--- config.mk ---
export PLATFORM = sky130hd
export DESIGN_NAME = ad1939_adc_deserializer
export DESIGN_NICKNAME = d
export VERILOG_FILES = /design/src/rtl/audio_pkg.sv /design/src/rtl/pin_sync_edge.sv /design/src/rtl/ad1939_adc_deserializer.sv
export SDC_FILE = /design/constraint.sdc
export NUM_CORES = 1
export LEC_CHECK = 0
export CAP_MARGIN = 20
export CORE_UTILIZATION = 35
export CTS_CLUSTER_DIAMETER = 150
export CTS_CLUSTER_SIZE = 12
export DETAILED_ROUTE_END_ITERATION = 10
export GPL_TIMING_DRIVEN = 1
export PLACE_DENSITY_LB_ADDON = 0.25
export SYNTH_ARGS = -nofsm -noshare
export SYNTH_HDL_FRONTEND = slang
export SYNTH_SLANG_ARGS = --single-unit
--- constraint.sdc ---
create_clock -name clk -period 3.1 [get_ports clk]
set_input_delay 0.775 -clock clk [delete_from_list [all_inputs] [get_ports clk]]
set_output_delay 0.775 -clock clk [all_outputs]
set_load 0.01 [all_outputs]
--- src/rtl/audio_pkg.sv ---
// Shared types and constants for the AD1939 audio capture path.
package audio_pkg;

    localparam int DEFAULT_DATA_WIDTH = 24;

    localparam logic CH_LEFT  = 1'b0;
    localparam logic CH_RIGHT = 1'b1;

    typedef enum logic [1:0] {
        ST_IDLE,
        ST_DELAY,
        ST_SHIFT,
        ST_WAIT
    } state_t;

endpackage

--- src/rtl/pin_sync_edge.sv ---
// Multi-stage synchroniser for one asynchronous pin, with one-cycle rise/fall strobes.
module pin_sync_edge #(
    parameter int SYNC_STAGES = 2
) (
    input  logic clk,
    input  logic reset_n,
    input  logic pin,
    output logic level,
    output logic rise,
    output logic fall
);

    logic [SYNC_STAGES-1:0] sync_q;
    logic                   dly_q;

    always_ff @(posedge clk or negedge reset_n) begin
        if (!reset_n) begin
            sync_q <= '0;
            dly_q  <= 1'b0;
        end else begin
            sync_q <= {sync_q[SYNC_STAGES-2:0], pin};
            dly_q  <= sync_q[SYNC_STAGES-1];
        end
    end

    // level is taken from the edge-detect flop so every pin has identical latency
    assign level = dly_q;
    assign rise  = sync_q[SYNC_STAGES-1] & ~dly_q;
    assign fall  = ~sync_q[SYNC_STAGES-1] & dly_q;

endmodule

--- src/rtl/ad1939_adc_deserializer.sv ---
// AD1939 ADC serial receiver: oversampled I2S / left-justified capture into a
// one-pair valid/ready output buffer with sticky overflow and frame error strobe.
module ad1939_adc_deserializer
    import audio_pkg::*;
#(
    parameter int DATA_WIDTH  = DEFAULT_DATA_WIDTH,
    parameter int SYNC_STAGES = 2,
    parameter int I2S_DELAY   = 1
) (
    input  logic                  clk,
    input  logic                  reset_n,
    input  logic                  enable,
    input  logic                  ad1939_abclk,
    input  logic                  ad1939_alrclk,
    input  logic                  ad1939_asdata,
    output logic [DATA_WIDTH-1:0] left_data,
    output logic [DATA_WIDTH-1:0] right_data,
    output logic                  sample_valid,
    input  logic                  sample_ready,
    output logic                  overflow,
    input  logic                  overflow_clr,
    output logic                  frame_err
);

    localparam int CNT_W = $clog2(DATA_WIDTH + 1);
    localparam logic [CNT_W-1:0] LAST_BIT = CNT_W'(DATA_WIDTH - 1);
    localparam logic [CNT_W-1:0] DLY_LAST = (I2S_DELAY > 0) ? CNT_W'(I2S_DELAY - 1) : '0;
    localparam state_t START_ST = (I2S_DELAY == 0) ? ST_SHIFT : ST_DELAY;

    logic bclk_lvl, bclk_rise, bclk_fall;
    logic lrclk_lvl, lrclk_rise, lrclk_fall;
    logic data_lvl, data_rise, data_fall;
    logic lr_edge;

    pin_sync_edge #(.SYNC_STAGES(SYNC_STAGES)) u_sync_bclk (
        .clk(clk), .reset_n(reset_n), .pin(ad1939_abclk),
        .level(bclk_lvl), .rise(bclk_rise), .fall(bclk_fall)
    );

    pin_sync_edge #(.SYNC_STAGES(SYNC_STAGES)) u_sync_lrclk (
        .clk(clk), .reset_n(reset_n), .pin(ad1939_alrclk),
        .level(lrclk_lvl), .rise(lrclk_rise), .fall(lrclk_fall)
    );

    pin_sync_edge #(.SYNC_STAGES(SYNC_STAGES)) u_sync_data (
        .clk(clk), .reset_n(reset_n), .pin(ad1939_asdata),
        .level(data_lvl), .rise(data_rise), .fall(data_fall)
    );

    logic unused_pins;
    assign unused_pins = ^{bclk_lvl, bclk_fall, lrclk_lvl, data_rise, data_fall};

    assign lr_edge = lrclk_rise | lrclk_fall;

    state_t                state_q, state_d;
    logic                  ch_q, ch_d;
    logic [CNT_W-1:0]      bitcnt_q, bitcnt_d;
    logic [DATA_WIDTH-1:0] shreg_q, shreg_d;
    logic [DATA_WIDTH-1:0] left_hold_q, left_hold_d;
    logic [DATA_WIDTH-1:0] shift_val;
    logic                  frame_err_d;
    logic                  pair_done;

    assign shift_val = {shreg_q[DATA_WIDTH-2:0], data_lvl};

    always_ff @(posedge clk or negedge reset_n) begin
        if (!reset_n) begin
            state_q     <= ST_IDLE;
            ch_q        <= CH_LEFT;
            bitcnt_q    <= '0;
            shreg_q     <= '0;
            left_hold_q <= '0;
        end else begin
            state_q     <= state_d;
            ch_q        <= ch_d;
            bitcnt_q    <= bitcnt_d;
            shreg_q     <= shreg_d;
            left_hold_q <= left_hold_d;
        end
    end

    always_comb begin
        state_d     = state_q;
        ch_d        = ch_q;
        bitcnt_d    = bitcnt_q;
        shreg_d     = shreg_q;
        left_hold_d = left_hold_q;
        frame_err_d = 1'b0;
        pair_done   = 1'b0;
        if (!enable) begin
            state_d  = ST_IDLE;
            bitcnt_d = '0;
        end else begin
            case (state_q)
                ST_IDLE: begin
                    if (lrclk_fall) begin
                        state_d  = START_ST;
                        ch_d     = CH_LEFT;
                        bitcnt_d = '0;
                    end
                end
                ST_DELAY: begin
                    if (lr_edge) begin
                        frame_err_d = 1'b1;
                        state_d     = ST_IDLE;
                        bitcnt_d    = '0;
                    end else if (bclk_rise) begin
                        if (bitcnt_q == DLY_LAST) begin
                            state_d  = ST_SHIFT;
                            bitcnt_d = '0;
                        end else begin
                            bitcnt_d = bitcnt_q + 1'b1;
                        end
                    end
                end
                ST_SHIFT: begin
                    if (lr_edge) begin
                        // slot ended early: the whole pair is abandoned
                        frame_err_d = 1'b1;
                        state_d     = ST_IDLE;
                        bitcnt_d    = '0;
                    end else if (bclk_rise) begin
                        shreg_d  = shift_val;
                        bitcnt_d = bitcnt_q + 1'b1;
                        if (bitcnt_q == LAST_BIT) begin
                            state_d = ST_WAIT;
                            if (ch_q == CH_LEFT) left_hold_d = shift_val;
                            else                 pair_done   = 1'b1;
                        end
                    end
                end
                ST_WAIT: begin
                    // bitcnt holds at DATA_WIDTH here; trailing slot bits are ignored
                    if ((ch_q == CH_LEFT && lrclk_rise) || (ch_q == CH_RIGHT && lrclk_fall)) begin
                        state_d  = START_ST;
                        ch_d     = ~ch_q;
                        bitcnt_d = '0;
                    end
                end
                default: state_d = ST_IDLE;
            endcase
        end
    end

    logic load, drop;
    assign load = pair_done & (~sample_valid | sample_ready);
    assign drop = pair_done & ~load;

    always_ff @(posedge clk or negedge reset_n) begin
        if (!reset_n) begin
            left_data    <= '0;
            right_data   <= '0;
            sample_valid <= 1'b0;
            overflow     <= 1'b0;
            frame_err    <= 1'b0;
        end else begin
            frame_err <= frame_err_d;
            if (load) begin
                left_data    <= left_hold_q;
                right_data   <= shift_val;
                sample_valid <= 1'b1;
            end else if (sample_valid && sample_ready) begin
                sample_valid <= 1'b0;
            end
            // a drop in the same cycle as a clear keeps the flag set
            if (drop)              overflow <= 1'b1;
            else if (overflow_clr) overflow <= 1'b0;
        end
    end

endmodule

# Word-level counts from Yosys, hierarchy flattened
# Index checks and enable logic that the tools add are counted.
[op_classes] magnitude_cmp=0 n_reduce_logical=15 muxes=35 bitwise_logic=14 n_mul=0 n_div=0 add_sub_neg=1 shifts=0 n_eq_ne=12
[op_table] operator="2-to-1 mux 5 bit" count=8
[op_table] operator="one-hot mux 5 bit (4 select lines)" count=1
[op_table] operator="2-to-1 mux 2 bit" count=9
[op_table] operator="inequality test 4 bit (second input constant)" count=4
[op_table] operator="2-to-1 mux 1 bit" count=15
[op_table] operator="AND reduction 4 bit" count=3
[op_table] operator="AND reduction 6 bit" count=2
[op_table] operator="one-hot mux 2 bit (4 select lines)" count=1
[op_table] operator="inverter 1 bit" count=7
[op_table] operator="inequality test 3 bit (second input constant)" count=2
[op_table] operator="nonzero test 2 bit" count=3
[op_table] operator="adder 5 x 1 -> 5 bit (second input constant)" count=1
[op_table] operator="AND 1 bit" count=5
[op_table] operator="equality test 5 bit (second input constant)" count=1
[op_table] operator="zero test 5 bit" count=1
[op_table] operator="equality test 2 bit (second input constant)" count=2
[op_table] operator="inequality test 2 bit (second input constant)" count=2
[op_table] operator="logical AND 1 bit" count=3
[op_table] operator="equality test 2 x 1 -> 1 bit (second input constant)" count=1
[op_table] operator="zero test 2 bit" count=1
[op_table] operator="OR 1 bit" count=2
[op_table] operator="one-hot mux 1 bit (2 select lines)" count=1
[op_table] operator="OR reduction 2 bit" count=1
[op_table] operator="logical OR 1 bit" count=1
[totals] ram_bits=0 mem_count=0 latch_bits=0 ff_bits=115 out_inout_bits=51 mem_bits_ro=0

# Longest topological paths before layout
[depth] word_depth=10 mapped_depth=8 mapped_depth_nobuf=6

# Modules after synthesis
# A second synthesis with hierarchy kept.
[unflattened] hier_cells=294 area_unflattened_um2=4539.4
[by_module_without_submodules] module="ad1939_adc_deserializer" cells_each=279 n_inst=1 seq_area_each_um2=2652.5 area_each_um2=4269.1
[by_module_without_submodules] module="pin_sync_edge" cells_each=5 n_inst=3 seq_area_each_um2=75.1 area_each_um2=90.1

# Worst setup path after synthesis
# No wires, ideal clock.
[synth_timing] kind="input-to-reg" from="in enable" to="reg left_hold_q[10]" arrival_ps=1871 cell_stages=5 path_buffers=1 required_ps=2975 path_slack_ps=1104 path_cell_list="and3_1 > nand2_2 > nor3_4 > buf_6 > mux2_2"
[synth_via] elab_chain_len=1
[synth_lines] item="start, declared" line_no="ad1939_adc_deserializer.sv:12" rtl="input logic enable,"
[synth_lines] item="AND reduction 6 bit (no source line)"
[synth_lines] item="end signal, assigned" line_no="ad1939_adc_deserializer.sv:78" rtl="left_hold_q <= left_hold_d;"
[synth_lines] item="end, declared" line_no="ad1939_adc_deserializer.sv:59" rtl="logic [DATA_WIDTH-1:0] left_hold_q, left_hold_d;"
# Every way passes these cells.
# A chain may end at the register's enable or synchronous reset.

# Worst setup path in the final report
[layout_timing] from="in enable" to="reg left_data[14]"
[layout_via] elab_chain_len=2
[layout_lines] item="2-to-1 mux 1 bit" line_no="ad1939_adc_deserializer.sv:90" rtl="if (!enable) begin"
[layout_lines] item="AND 1 bit" line_no="ad1939_adc_deserializer.sv:146" rtl="assign load = pair_done & (~sample_valid | sample_ready);"
[layout_lines] item="end signal, assigned" line_no="ad1939_adc_deserializer.sv:159" rtl="left_data <= left_hold_q;"
[layout_lines] item="end, declared" line_no="ad1939_adc_deserializer.sv:16" rtl="output logic [DATA_WIDTH-1:0] left_data,"
# Every way passes these cells.

==> flow_results.org <==
** Outcome
- Result of the run :: finished, final reports clean

** Critical path
- The slowest stage of the critical path is the sky130_fd_sc_hd__clkdlybuf4s50_1 cell.
- On the critical path the largest part of the delay comes from buffers and inverters.
- In this run the worst path has a maximum fanout of 25.
- Buffers & Inverters on Critical Path :: 2
- In this run the critical register-to-register path is launched from state_q[0].
- Traced cell by cell, the critical path runs through clkdlybuf4s50_1 -> and3_1 -> nand4bb_4 -> nor2b_4 -> buf_12 -> mux2_2.
- WP data arrival :: about 2500 ps
- Worst R2R Setup Slack :: 910 ps
- In this design, the stage delay of the slowest critical-path cell is 510 ps.
- Crit. End Element :: flip-flop
- By startpoint and endpoint, the worst setup path is classified as input pin to flip-flop.
- Crit path launch type :: input pin
- Number of cells traversed by the worst register-to-register path :: 7
- Required arrival time at the worst endpoint :: 3370 ps
- The worst register-to-register path ends at left_data[14].

** Cells and area
- Core Util, Final :: 47.0%
- After the flow finishes, the layout carries non-filler instances totaling 546.
- 0 antenna diodes ended up in the layout.
- Post-Layout Inst Area :: around 6000 sq um
- At the end of the flow, the number of nets in the layout was around 380.
- Ratio of cells with drive above 1 in the final layout :: between 30% and 40%
- Area growth from synthesis to layout :: 29.0%

** Global route
- Total global-route track usage :: 13.1%
- The first global-routing pass estimated ~14000 um of wire.
- Number of antenna violations at the first check in global routing :: 0
- Vias in the first global route :: between 2000 and 3000
- Entering global routing, the biggest net connects 53 pins.
- Sum of overflow across all layers after global routing :: 0

** Floorplan
- The total area inside the core boundary comes to 12800 sq um.
- Initial Util :: a little over a third
- From left edge to right edge, the die measures 117 um.
- Die Y :: 117 um
- In this run the core area contains 41 standard-cell rows.
- The floorplan step defined a die boundary enclosing 13800 sq um.
- Top-level port count :: between 50 and 60

** Timing
- The final-report hold violation count was 0.
- Number of pins with negative max-slew slack in the final report :: 0
- Post-route clock skew :: 9.24 ps
- Worst Tran Pin Value :: 663 ps
- Sum of negative setup slack :: 0 ps
- Setup violations remaining at the end of the flow were counted as 0.
- The worst path meets setup with 875 ps of slack.
- Setup repair after global routing left no endpoint under its margin.
- The worst pin sits at a relative slew slack of between 50% and 60%.
- The smallest clock period supported by the final layout is computed as 2230 ps.
- Top achievable clock speed :: 0.449 GHz
- In the finished design, the share of the clock period the worst path needs comes to a little under three quarters.

** Logic synthesis
- Post-synth top area share :: 61.8%
- Proportion of register bits with asynchronous set or reset after synthesis :: 100%
- Yosys mapped a number of flops with a built-in enable equal to 0.
- The number of nets handed over by synthesis was approximately 300.
- After synthesis, flip-flops and latches occupy 61.8% of the total area.
- Count leader, synth :: sky130_fd_sc_hd__dfrtp_1
- Synth top area cells :: sky130_fd_sc_hd__dfrtp_1 62%, sky130_fd_sc_hd__mux2_2 15%, sky130_fd_sc_hd__mux2_4 6.4%
- The mapped netlist covers 4660 sq um.
- Post-synth top area cell :: sky130_fd_sc_hd__dfrtp_1
- Flip-flop cell with the highest count after synthesis :: sky130_fd_sc_hd__dfrtp_1
- For this run, the number of Yosys warnings is 0.
- Counting distinct cell types in the post-synthesis netlist gives ~40.
- Leading cell types by count after synthesis :: 115 x sky130_fd_sc_hd__dfrtp_1, 63 x sky130_fd_sc_hd__mux2_2, 20 x sky130_fd_sc_hd__mux2_4
- In the synthesized netlist, the number of instances is 287.
- Average cell area after synthesis :: 16.2 sq um
- Total of flip-flops plus latches after synthesis :: 115

** Routing
- In the final routed layout, each cell accounts on average for 14.6 um.
- Starting DRC count in detailed routing :: around 160
- Antenna-violating nets left :: 0
- Pre-antenna DRT Iters :: 4
- The routed layout has 2548 vias.
- Wires add up to 7980 um.
- In the routed design, unresolved DRC markers number 0.
- DR vias/cell :: 4.67

** Placed design
- Total half-perimeter wirelength after legalization and detailed placement :: 5180 um
- OpenSTA, run right after detailed placement, puts the worst setup slack at ~470 ps.
- Input and output buffers added on the ports amount to between 50 and 60.
- At the end of routability-driven placement, the weighted congestion stood at between 0.6 and 0.7.
- Placed cell areas :: 5460 sq um
- Placed insts :: 515

** CTS
- In this run the post-CTS setup repair buffer count came out at 0.
- The H-tree was split into 4 levels.
- Counting the buffers created by CTS gives 17.
- Register clock-pin slew on the reported worst setup and hold paths :: 50 ps
- The later pin in the worst-skew pair is clocked with a latency of 400 ps.
- The number of gates resized after CTS was 0.
- Num Clock Sinks :: 115
- CTS max path bufs :: 2
- Clock tree synthesis selected as its root buffer the cell sky130_fd_sc_hd__clkbuf_16.
- TritonCTS clock tree :: yes
- After clock tree synthesis, the flow added hold-fix buffers numbering 0.

** Worst hold path
- The worst hold path terminates at u_sync_data.level.
- The worst hold path passes through 0 cells.
- Worst hold path type :: flip-flop to flip-flop
- Worst Min Path Start :: u_sync_data.sync_q[1]

** Power and ir drop
- Total leakage power :: between 2 and 3 nW
- IR analysis of the VDD net gives a maximum drop of 0.277 mV.
- Cell area power density :: 576 nW/um^2

** Flow run
- Number of violations of the max-capacitance limit :: 0
-- flip-flops by register name, summed over array words and instances, names as in the netlist --
| signal | flops |
|---|---|
| left_data | 24 |
| left_hold_q | 24 |
| right_data | 24 |
| shreg_q | 23 |
| bitcnt_q | 5 |
| state_q | 2 |
| u_sync_bclk.sync_q | 2 |
| u_sync_data.sync_q | 2 |
| u_sync_lrclk.sync_q | 2 |
| ch_q | 1 |
| frame_err | 1 |
| overflow | 1 |
| sample_valid | 1 |
| u_sync_bclk.level | 1 |
| u_sync_data.level | 1 |
| u_sync_lrclk.level | 1 |
-- placed cells by master (no fill, tap or decap), types with 2 or more instances in the layout --
master                            synthesis  layout
sky130_fd_sc_hd__clkdlybuf4s50_1          0      57
sky130_fd_sc_hd__o21ai_0                  4       4
sky130_fd_sc_hd__clkbuf_16                0      17
sky130_fd_sc_hd__buf_4                    2       5
sky130_fd_sc_hd__nor2_1                   3       3
sky130_fd_sc_hd__a22o_1                   4       4
sky130_fd_sc_hd__mux2_1                  12      12
sky130_fd_sc_hd__mux2i_1                  3       3
sky130_fd_sc_hd__a32o_1                   2       2
sky130_fd_sc_hd__clkinv_2                 0       4
sky130_fd_sc_hd__clkbuf_1                 1       5
sky130_fd_sc_hd__mux2_2                  63      63
sky130_fd_sc_hd__buf_12                   2       4
sky130_fd_sc_hd__nand3_1                  2       2
sky130_fd_sc_hd__dfrtp_1                115     115
sky130_fd_sc_hd__clkbuf_8                 0       4
sky130_fd_sc_hd__nand2_1                  9       9
sky130_fd_sc_hd__ha_1                     8       8
sky130_fd_sc_hd__inv_1                    9       9
sky130_fd_sc_hd__mux2_4                  20      20
-- routing by layer --
metal / track usage [%] / wire, um / up-vias
li1: - / - / 1183
met1: 17.3 / 3840 / 1311
met2: 19.4 / 3780 / 46
met3: 4.77 / 272 / 8
met4: 5.11 / 83 / 0
met5: 0 / 0 / -
-- where the power goes --
| group | internal, mW | switching, mW | total [mW] |
|---|---|---|---|
| registers | 1.52 | 0.00981 | 1.53 |
| clock network | 1.18 | 0.617 | 1.79 |
| logic | 0.0545 | 0.0836 | 0.138 |
| total | 2.75 | 0.710 | 3.46 |
-- cell type report --
| type | count | area (sq um) |
|---|---|---|
| clock buffer | 26 | 499 |
| clock inverter | 5 | 50.0 |
| fill | 1136 | 6770 |
| inverter | 9 | 33.8 |
| multi-input combinational | 153 | 1640 |
| sequential | 115 | 2880 |
| tap | 172 | 215 |
| timing repair buffer | 66 | 688 |
-- stage by stage --
step	total power [mW]	hold slack, ps
floorplan	1.63	331
global placement	1.69	333
detailed placement	1.69	336
CTS	3.50	347
global route	3.61	352
finish	3.46	346
-- how the worst max path moves through the flow --
stage | startpoint | endpoint | slack (ps) | cells after the start
after global placement | enable | right_data[14] | 510 | 6
after CTS | enable | left_data[14] | 900 | 6
after floorplan | enable | left_hold_q[10] | 1100 | 5
after global routing | state_q[0] | right_data[7] | 800 | 7
final | enable | left_data[14] | 870 | 6
after detailed placement | enable | right_data[8] | 470 | 6
-- cell families (layout without fill, tap and decap cells) --
group / Yosys count / in the layout / share of synthesized area, %
buffers and inverters: 19 / 106 / 2.93
muxes: 98 / 98 / 25.2
AOI/OAI and AO/OA: 21 / 21 / 3.63
adders and majority gates: 8 / 8 / 2.15
and+or+nand+nor: 26 / 26 / 4.25
DFF: 115 / 115 / 61.8
Note: power is estimated with default switching activity, not from simulation.
